$ cat src/rtl/hilo_unit_if.sv
// Pipeline <-> HI/LO unit bus: start strobes, upstream results, MT/MF requests and status.
interface hilo_unit_if;
    logic        mul_start;
    logic [63:0] mul_z;
    logic        div_start;
    logic [31:0] div_q;
    logic [31:0] div_r;
    logic        mthi;
    logic        mtlo;
    logic [31:0] wdata;
    logic        mfhi;
    logic        mflo;
    logic [31:0] rdata;
    logic [31:0] hi;
    logic [31:0] lo;
    logic        busy;
    logic        stall;
    logic        done;

    modport master (
        output mul_start, mul_z, div_start, div_q, div_r,
               mthi, mtlo, wdata, mfhi, mflo,
        input  rdata, hi, lo, busy, stall, done
    );

    modport slave (
        input  mul_start, mul_z, div_start, div_q, div_r,
               mthi, mtlo, wdata, mfhi, mflo,
        output rdata, hi, lo, busy, stall, done
    );
endinterface

$ cat src/rtl/hilo_unit.sv
// HI/LO register unit: waits out multiplier/divider latency, captures results into HI/LO,
// serves MTHI/MTLO/MFHI/MFLO and stalls requests while a result is pending.
module hilo_unit #(
    parameter int unsigned MUL_LAT = 4,
    parameter int unsigned DIV_LAT = 33
) (
    input  logic        clk,
    input  logic        reset,
    hilo_unit_if.slave  bus
);

    typedef enum logic [1:0] {
        IDLE     = 2'd0,
        MUL_BUSY = 2'd1,
        DIV_BUSY = 2'd2
    } state_t;

    localparam logic [5:0] MUL_CNT = 6'(MUL_LAT - 1);
    localparam logic [5:0] DIV_CNT = 6'(DIV_LAT - 1);

    state_t      state_q, state_d;
    logic [5:0]  cnt_q, cnt_d;
    logic [31:0] hi_q, hi_d;
    logic [31:0] lo_q, lo_d;
    logic        done_q, done_d;
    logic        any_req;

    always_comb begin
        state_d = state_q;
        cnt_d   = cnt_q;
        hi_d    = hi_q;
        lo_d    = lo_q;
        done_d  = 1'b0;
        case (state_q)
            IDLE: begin
                // A start wins over MT writes issued in the same cycle.
                if (bus.mul_start) begin
                    state_d = MUL_BUSY;
                    cnt_d   = MUL_CNT;
                end else if (bus.div_start) begin
                    state_d = DIV_BUSY;
                    cnt_d   = DIV_CNT;
                end else begin
                    if (bus.mthi) hi_d = bus.wdata;
                    if (bus.mtlo) lo_d = bus.wdata;
                end
            end
            MUL_BUSY: begin
                if (cnt_q != 6'd0) begin
                    cnt_d = cnt_q - 6'd1;
                end else begin
                    hi_d    = bus.mul_z[63:32];
                    lo_d    = bus.mul_z[31:0];
                    state_d = IDLE;
                    done_d  = 1'b1;
                end
            end
            DIV_BUSY: begin
                if (cnt_q != 6'd0) begin
                    cnt_d = cnt_q - 6'd1;
                end else begin
                    hi_d    = bus.div_r;
                    lo_d    = bus.div_q;
                    state_d = IDLE;
                    done_d  = 1'b1;
                end
            end
            default: begin
                state_d = IDLE;
                cnt_d   = '0;
            end
        endcase
    end

    always_ff @(posedge clk) begin
        if (reset) begin
            state_q <= IDLE;
            cnt_q   <= '0;
            hi_q    <= '0;
            lo_q    <= '0;
            done_q  <= 1'b0;
        end else begin
            state_q <= state_d;
            cnt_q   <= cnt_d;
            hi_q    <= hi_d;
            lo_q    <= lo_d;
            done_q  <= done_d;
        end
    end

    assign any_req   = bus.mul_start | bus.div_start | bus.mthi | bus.mtlo | bus.mfhi | bus.mflo;
    assign bus.busy  = (state_q != IDLE);
    assign bus.stall = bus.busy & any_req;
    assign bus.rdata = bus.mfhi ? hi_q : (bus.mflo ? lo_q : '0);
    assign bus.hi    = hi_q;
    assign bus.lo    = lo_q;
    assign bus.done  = done_q;

endmodule

$ cat src/flat_wrapper.sv
// flat-port wrapper written by rule: the top's interface ports become plain ports
module hilo_unit_flat 
#(
    parameter int unsigned MUL_LAT = 4,
    parameter int unsigned DIV_LAT = 33
)
  (clk, reset, bus_mul_start, bus_mul_z, bus_div_start, bus_div_q, bus_div_r, bus_mthi, bus_mtlo, bus_wdata, bus_mfhi, bus_mflo, bus_rdata, bus_hi, bus_lo, bus_busy, bus_stall, bus_done);
  hilo_unit_if bus_i ();
  input  logic clk;
  input  logic reset;
  input wire logic [$bits(bus_i.mul_start)-1:0] bus_mul_start;
  input wire logic [$bits(bus_i.mul_z)-1:0] bus_mul_z;
  input wire logic [$bits(bus_i.div_start)-1:0] bus_div_start;
  input wire logic [$bits(bus_i.div_q)-1:0] bus_div_q;
  input wire logic [$bits(bus_i.div_r)-1:0] bus_div_r;
  input wire logic [$bits(bus_i.mthi)-1:0] bus_mthi;
  input wire logic [$bits(bus_i.mtlo)-1:0] bus_mtlo;
  input wire logic [$bits(bus_i.wdata)-1:0] bus_wdata;
  input wire logic [$bits(bus_i.mfhi)-1:0] bus_mfhi;
  input wire logic [$bits(bus_i.mflo)-1:0] bus_mflo;
  output wire logic [$bits(bus_i.rdata)-1:0] bus_rdata;
  output wire logic [$bits(bus_i.hi)-1:0] bus_hi;
  output wire logic [$bits(bus_i.lo)-1:0] bus_lo;
  output wire logic [$bits(bus_i.busy)-1:0] bus_busy;
  output wire logic [$bits(bus_i.stall)-1:0] bus_stall;
  output wire logic [$bits(bus_i.done)-1:0] bus_done;
  assign bus_i.mul_start = bus_mul_start;
  assign bus_i.mul_z = bus_mul_z;
  assign bus_i.div_start = bus_div_start;
  assign bus_i.div_q = bus_div_q;
  assign bus_i.div_r = bus_div_r;
  assign bus_i.mthi = bus_mthi;
  assign bus_i.mtlo = bus_mtlo;
  assign bus_i.wdata = bus_wdata;
  assign bus_i.mfhi = bus_mfhi;
  assign bus_i.mflo = bus_mflo;
  assign bus_rdata = bus_i.rdata;
  assign bus_hi = bus_i.hi;
  assign bus_lo = bus_i.lo;
  assign bus_busy = bus_i.busy;
  assign bus_stall = bus_i.stall;
  assign bus_done = bus_i.done;
  hilo_unit #(.MUL_LAT(MUL_LAT), .DIV_LAT(DIV_LAT)) u_core (.clk(clk), .reset(reset), .bus(bus_i));
endmodule
$ cat config.mk
export PLATFORM = sky130hd
export DESIGN_NAME = hilo_unit_flat
export DESIGN_NICKNAME = d
export VERILOG_FILES = /design/src/rtl/hilo_unit_if.sv /design/src/rtl/hilo_unit.sv /design/src/flat_wrapper.sv
export SDC_FILE = /design/constraint.sdc
export NUM_CORES = 1
export LEC_CHECK = 0
export ABC_AREA = 1
export CAP_MARGIN = 20
export CELL_PAD_IN_SITES_DETAIL_PLACEMENT = 2
export CELL_PAD_IN_SITES_GLOBAL_PLACEMENT = 2
export CORE_MARGIN = 1
export CORE_UTILIZATION = 19
export CTS_CLUSTER_SIZE = 12
export DETAILED_ROUTE_END_ITERATION = 8
export HOLD_SLACK_MARGIN = 0.15
export PLACE_DENSITY_LB_ADDON = 0.1
export RECOVER_POWER = 100
export REMOVE_ABC_BUFFERS = 1
export SLEW_MARGIN = 20
export SYNTH_ARGS = -nofsm -noshare
export SYNTH_HDL_FRONTEND = slang
export SYNTH_SLANG_ARGS = --single-unit
$ cat constraint.sdc
create_clock -name clk -period 2 [get_ports clk]
set_input_delay 0.3 -clock clk [delete_from_list [all_inputs] [get_ports clk]]
set_output_delay 0.3 -clock clk [all_outputs]
set_load 0.01 [all_outputs]
; Word-level counts from Yosys, hierarchy flattened
; Index checks and enable logic that the tools add are counted.
; W data, S select, Z words.
[op_classes]
n_addsub = 1
multipliers = 0
n_div = 0
n_lt_le_gt_ge = 0
n_eq_ne = 11
shift = 0
muxes = 23
bitwise = 7
reduce_logical = 10
[op_table]
columns = cell, n
row1 = $mux W32, 12
row2 = $pmux W32 S3, 2
row3 = $mux W6, 3
row4 = $ne A2 B2 Y1 const B, 7
row5 = $pmux W6 S2, 1
row6 = $reduce_and A6 Y1, 2
row7 = $mux W2, 3
row8 = $reduce_bool A6 Y1, 1
row9 = $sub A6 B1 Y6 const B, 1
row10 = $or A1 B1 Y1, 5
row11 = $pmux W2 S2, 1
row12 = $reduce_and A2 Y1, 2
row13 = $reduce_or A2 Y1, 2
row14 = $ne A3 B3 Y1 const B, 1
row15 = $reduce_bool A3 Y1, 1
row16 = $eq A2 B1 Y1 const B, 1
row17 = $eq A2 B2 Y1 const B, 1
row18 = $logic_not A2 Y1, 1
row19 = $ne A2 B1 Y1 const B, 1
row20 = $reduce_bool A2 Y1, 1
row21 = $and A1 B1 Y1, 1
row22 = $mux W1, 1
row23 = $not A1 Y1, 1
[word_totals]
reg_bits = 73
latchBits = 0
ramBits = 0
mem_bits_ro = 0
output_inout_bits = 99
elab_cells = 57
n_memories = 0

; Logic depth before layout (Yosys ltp)
[logic_depth]
word_depth = 6
depth_mapped = 10
depth_no_buf = 9

; Worst setup path before layout
; Ideal clock, no wire load.
[synth_path]
path_kind = register to register
start = register u_core.state_q[0]
end = register u_core.lo_q[11], in the netlist u_core.bus.lo[11]
setup_time_ns = 0.064
arrival_ns = 1.535
setup_slack_ns = 0.401
stages_incl_launch_ff = 10
period_less_slack_ns = 1.599
cell_sequence = dfxtp_1 inv_1 ha_1 buf_2 buf_4 clkbuf_1 a21oi_1 nand2_1 nand2_1 nor2_1
[synth_between]
elab_chain_cells = 3
word_cells_on_any_way = 11
[synth_rtl]
columns = item, line
row1 = from (decl), hilo_unit.sv:21  ; state_t state_q, state_d;
row2 = from (signal assigned), hilo_unit.sv:83  ; state_q <= state_d;
row3 = "$eq A2 B2 Y1, or another cell as far along", hilo_unit.sv:34  ; case (state_q)
row4 = $ne A2 B2 Y1 (no line) or $reduce_bool A3 Y1 (tied branches), n/a
row5 = $reduce_and A6 Y1 (no line), n/a
row6 = to (signal assigned), hilo_unit.sv:86  ; lo_q <= lo_d;
row7 = to (decl), hilo_unit.sv:24  ; logic [31:0] lo_q, lo_d;
; Parallel ways exist; a longest one is shown, timed or not.
; A chain may end at the register's enable or synchronous reset.

; Final worst setup path
[layout_path]
start = input port bus_mfhi
end = output port bus_rdata[7]
[layout_between]
elab_chain_cells = 1
[layout_rtl]
columns = item, line
row1 = from (decl), flat_wrapper.sv:19  ; input wire logic [$bits(bus_i.mfhi)-1:0] bus_mfhi;
row2 = $mux W32, hilo_unit.sv:94  ; assign bus.rdata = bus.mfhi ? hi_q : (bus.mflo ? lo_q : '0);
row3 = to (decl), flat_wrapper.sv:21  ; output wire logic [$bits(bus_i.rdata)-1:0] bus_rdata;
; Every way passes these cells.

==> metrics <==
# Post-CTS Setup Buffers=0; final net count=between 1000 and 1500; sequential share of the synthesized area=a little under a third; Req. time, crit path=between 1.5 and 2 ns; startpoint types=input pin; Ports=267; Detailed Place HPWL=16900 um; CTS tree=yes; synthesized instance count=around 760; antenna violations before repair=0; Reg2Reg Launch Point=u_core.cnt_q[0]; DRT Pass-1 Iters=4; fin. max-slew vios=0; Compound-Gate Fraction of Synth Area=between 20% and 30%; outcome=completed; mean routed wirelength per cell=roughly 16 um; Routed WL=21800 um; Post-Synth Adder-Cell Area=~1.3%; Min-Delay Path Depth=2; core area=~24000 sq um; dpl cells=approximately 1300; largest net degree at the start of global routing=65; flops & latches, synth=73; Reg2Reg Depth=10; synth warn=0; Area after DPL=7870 sq um; grt ovf=0; area of the die=25500 sq um; fmax=532 MHz; DRC=0; Clock Tree Buf Depth=2; Synth Cell Area=around 4700 sq um; Sinks on Clock Net=73; setup slack after layout=between 0.1 and 0.15 ns; XOR/XNOR Fraction of Synth Area=0%; Design Area, Final=8160 sq um; DIE HEIGHT=between 150 and 200 um; unrepaired setup endpoints after global routing=false; clock period minus worst slack=around 1.9 ns; Min-Delay Path Class=register to register; Cell variety after synth=27; Hold Startpoint=u_core.cnt_q[1]; Port Buf Inserts=between 200 and 300; Layout area overhead=72.6%; global-route wire length before repair=34900 um; setup TNS=0 ns; Mapped Avg Cell Area=around 6.2 sq um; Peak supply drop=0.604 mV; Max FO, Critical Path=13; r2r setup slk=between 0.2 and 0.25 ns; Worst slew margin=67.3%; worst r2r dst=u_core.bus.lo[28]; TritonCTS buffer count=9; ant diodes=0; # rows=57; Hold Crit Endpoint=u_core.cnt_q[1]; Root Buffer=clkbuf_16; critical path endpoint category=output pin; P per Cell Area=1340 nW/um^2; Clock Latency Late Sink=between 0.3 and 0.4 ns; die width=roughly 160 um; # setup viols final=0; period utilization=94.0%; post-synthesis mux area share=0%; Setup CP Type=input pin to output pin; total of max-cap violations=0; Post-Layout Cell Count=~1300; Worst Skew=between 0.009 and 0.01 ns; Slew @ Worst Pin=approximately 0.49 ns; Synth Area in Simple Gates=a little over a third; hold slack=between 0.4 and 0.5 ns; Vias/cell=approximately 4.4; largest family of logic cells by synthesized area=simple AND/OR/NAND/NOR gates; Worst EP arrival=1.58 ns; fraction of layout cells with a size suffix above 1=under 10%; Leak=3.76 nW; clock-pin slew on the worst setup and hold paths=approximately 0.060 ns; Place WS=-0.0127 ns; CP startpoint=bus_mfhi; 1st-iter DRT viols=approximately 130; Hold Violations, Final=0; antenna-violating nets left=0; Initial Util=~19%; number of global-route vias before repair=approximately 6400; Clock H-tree levels=3; Via Count=around 6000; Placer Congestion=roughly 0.73; GRT Resource Usage Total=17.3%
-- power by group --
part,internal (mW),switching [mW],total [mW]
registers,1.95,0.384,2.33
logic,2.89,3.79,6.67
clock network,1.29,0.658,1.95
total,6.13,4.83,11.0
-- timing repair --
action	CTS	global route
hold buffers	0	0
gates cloned	0	0
gates resized for setup	3	1
endpoints found under the setup margin	1	1
-- per-stage QoR --
stage	util, %	total power [mW]
floorplan	-	6.66
global placement	32.3	9.46
detailed placement	32.3	9.59
CTS	33.7	11.6
global route	33.5	12.0
finish	33.5	11.0
-- Yosys cell counts --
cell      number  area, sq um
a21oi_1       72          360
a22o_1        64          561
buf_1          9         33.8
buf_2         15         75.1
buf_4          3         22.5
buf_6         10          113
clkbuf_1      19         71.3
clkinv_1       1         3.75
dfxtp_1       73         1460
ha_1           5         62.6
inv_1         47          176
inv_2          2         7.51
nand2_1      214          803
nand2_4        1         11.3
nand3_1       37          185
nand4_1        2         12.5
nand4_2        1         12.5
nor2_1       168          631
nor2_2         2         12.5
nor2_8         2         40.0
nor3_2         1         10.0
o21a_1         1         7.51
o21ai_0        4         20.0
o21ai_1        2         10.0
o21bai_1       1         7.51
o22ai_1        2         12.5
or2_2          1         6.26
-- worst max-delay path by stage --
stage                        endpoint  depth (start not counted)
finish                   bus_rdata[7]                          6
global route        u_core.bus.hi[26]                         10
CTS                      bus_rdata[7]                          6
detailed placement          bus_stall                          6
global placement            bus_stall                          6
floorplan             u_core.cnt_q[2]                          7
-- flip-flops by register name, indices dropped and copies added (netlist names) --
register         count
u_core.bus.lo       32
u_core.state_q       2
u_core.cnt_q         6
u_core.bus.done      1
u_core.bus.hi       32
-- area by class of cell --
class / count / area (sq um)
Fill cell: 2957 / 16200
Timing Repair Buffer: 293 / 2980
Multi-Input combinational cell: 580 / 2780
Sequential cell: 73 / 1460
Tap cell: 324 / 405
Clock buffer: 12 / 256
Inverter: 50 / 188
Clock inverter: 4 / 98.8
-- layer usage --
layer | share of wire (%) | routed length (um) | global-route usage [%]
met1 | 43 | 9340 | 20.4
met2 | 50 | 10900 | 31.0
met3 | 6.0 | 1300 | 4.49
met4 | 1.1 | 247 | 4.33
met5 | 0 | 0 | 0
-- cells in the final DEF (no fill, tap or decap), types with 9 or more instances in the layout --
cell	n
dfxtp_1	72
a21oi_1	72
a22o_1	64
nand2_1	214
buf_4	10
dlygate4sd3_1	76
clkbuf_16	9
nand3_1	37
buf_12	11
nor2_1	168
clkdlybuf4s50_1	186
inv_1	45
-- critical path: stages --
cell             delay (ns)
buf_2                  0.12
clkinv_1               0.13
buf_4                  0.24
nand3_1                0.14
nand2_1                0.09
clkdlybuf4s50_1        0.54
-- cells by family (layout without fill, tap and decap cells) --
group,after synthesis,in the layout
buffers and inverters,106,359
adders and majority gates,5,5
DFF,73,73
and+or+nand+nor,429,429
AOI/OAI and AO/OA,146,146
No activity file was read; power rests on OpenSTA's default activity.
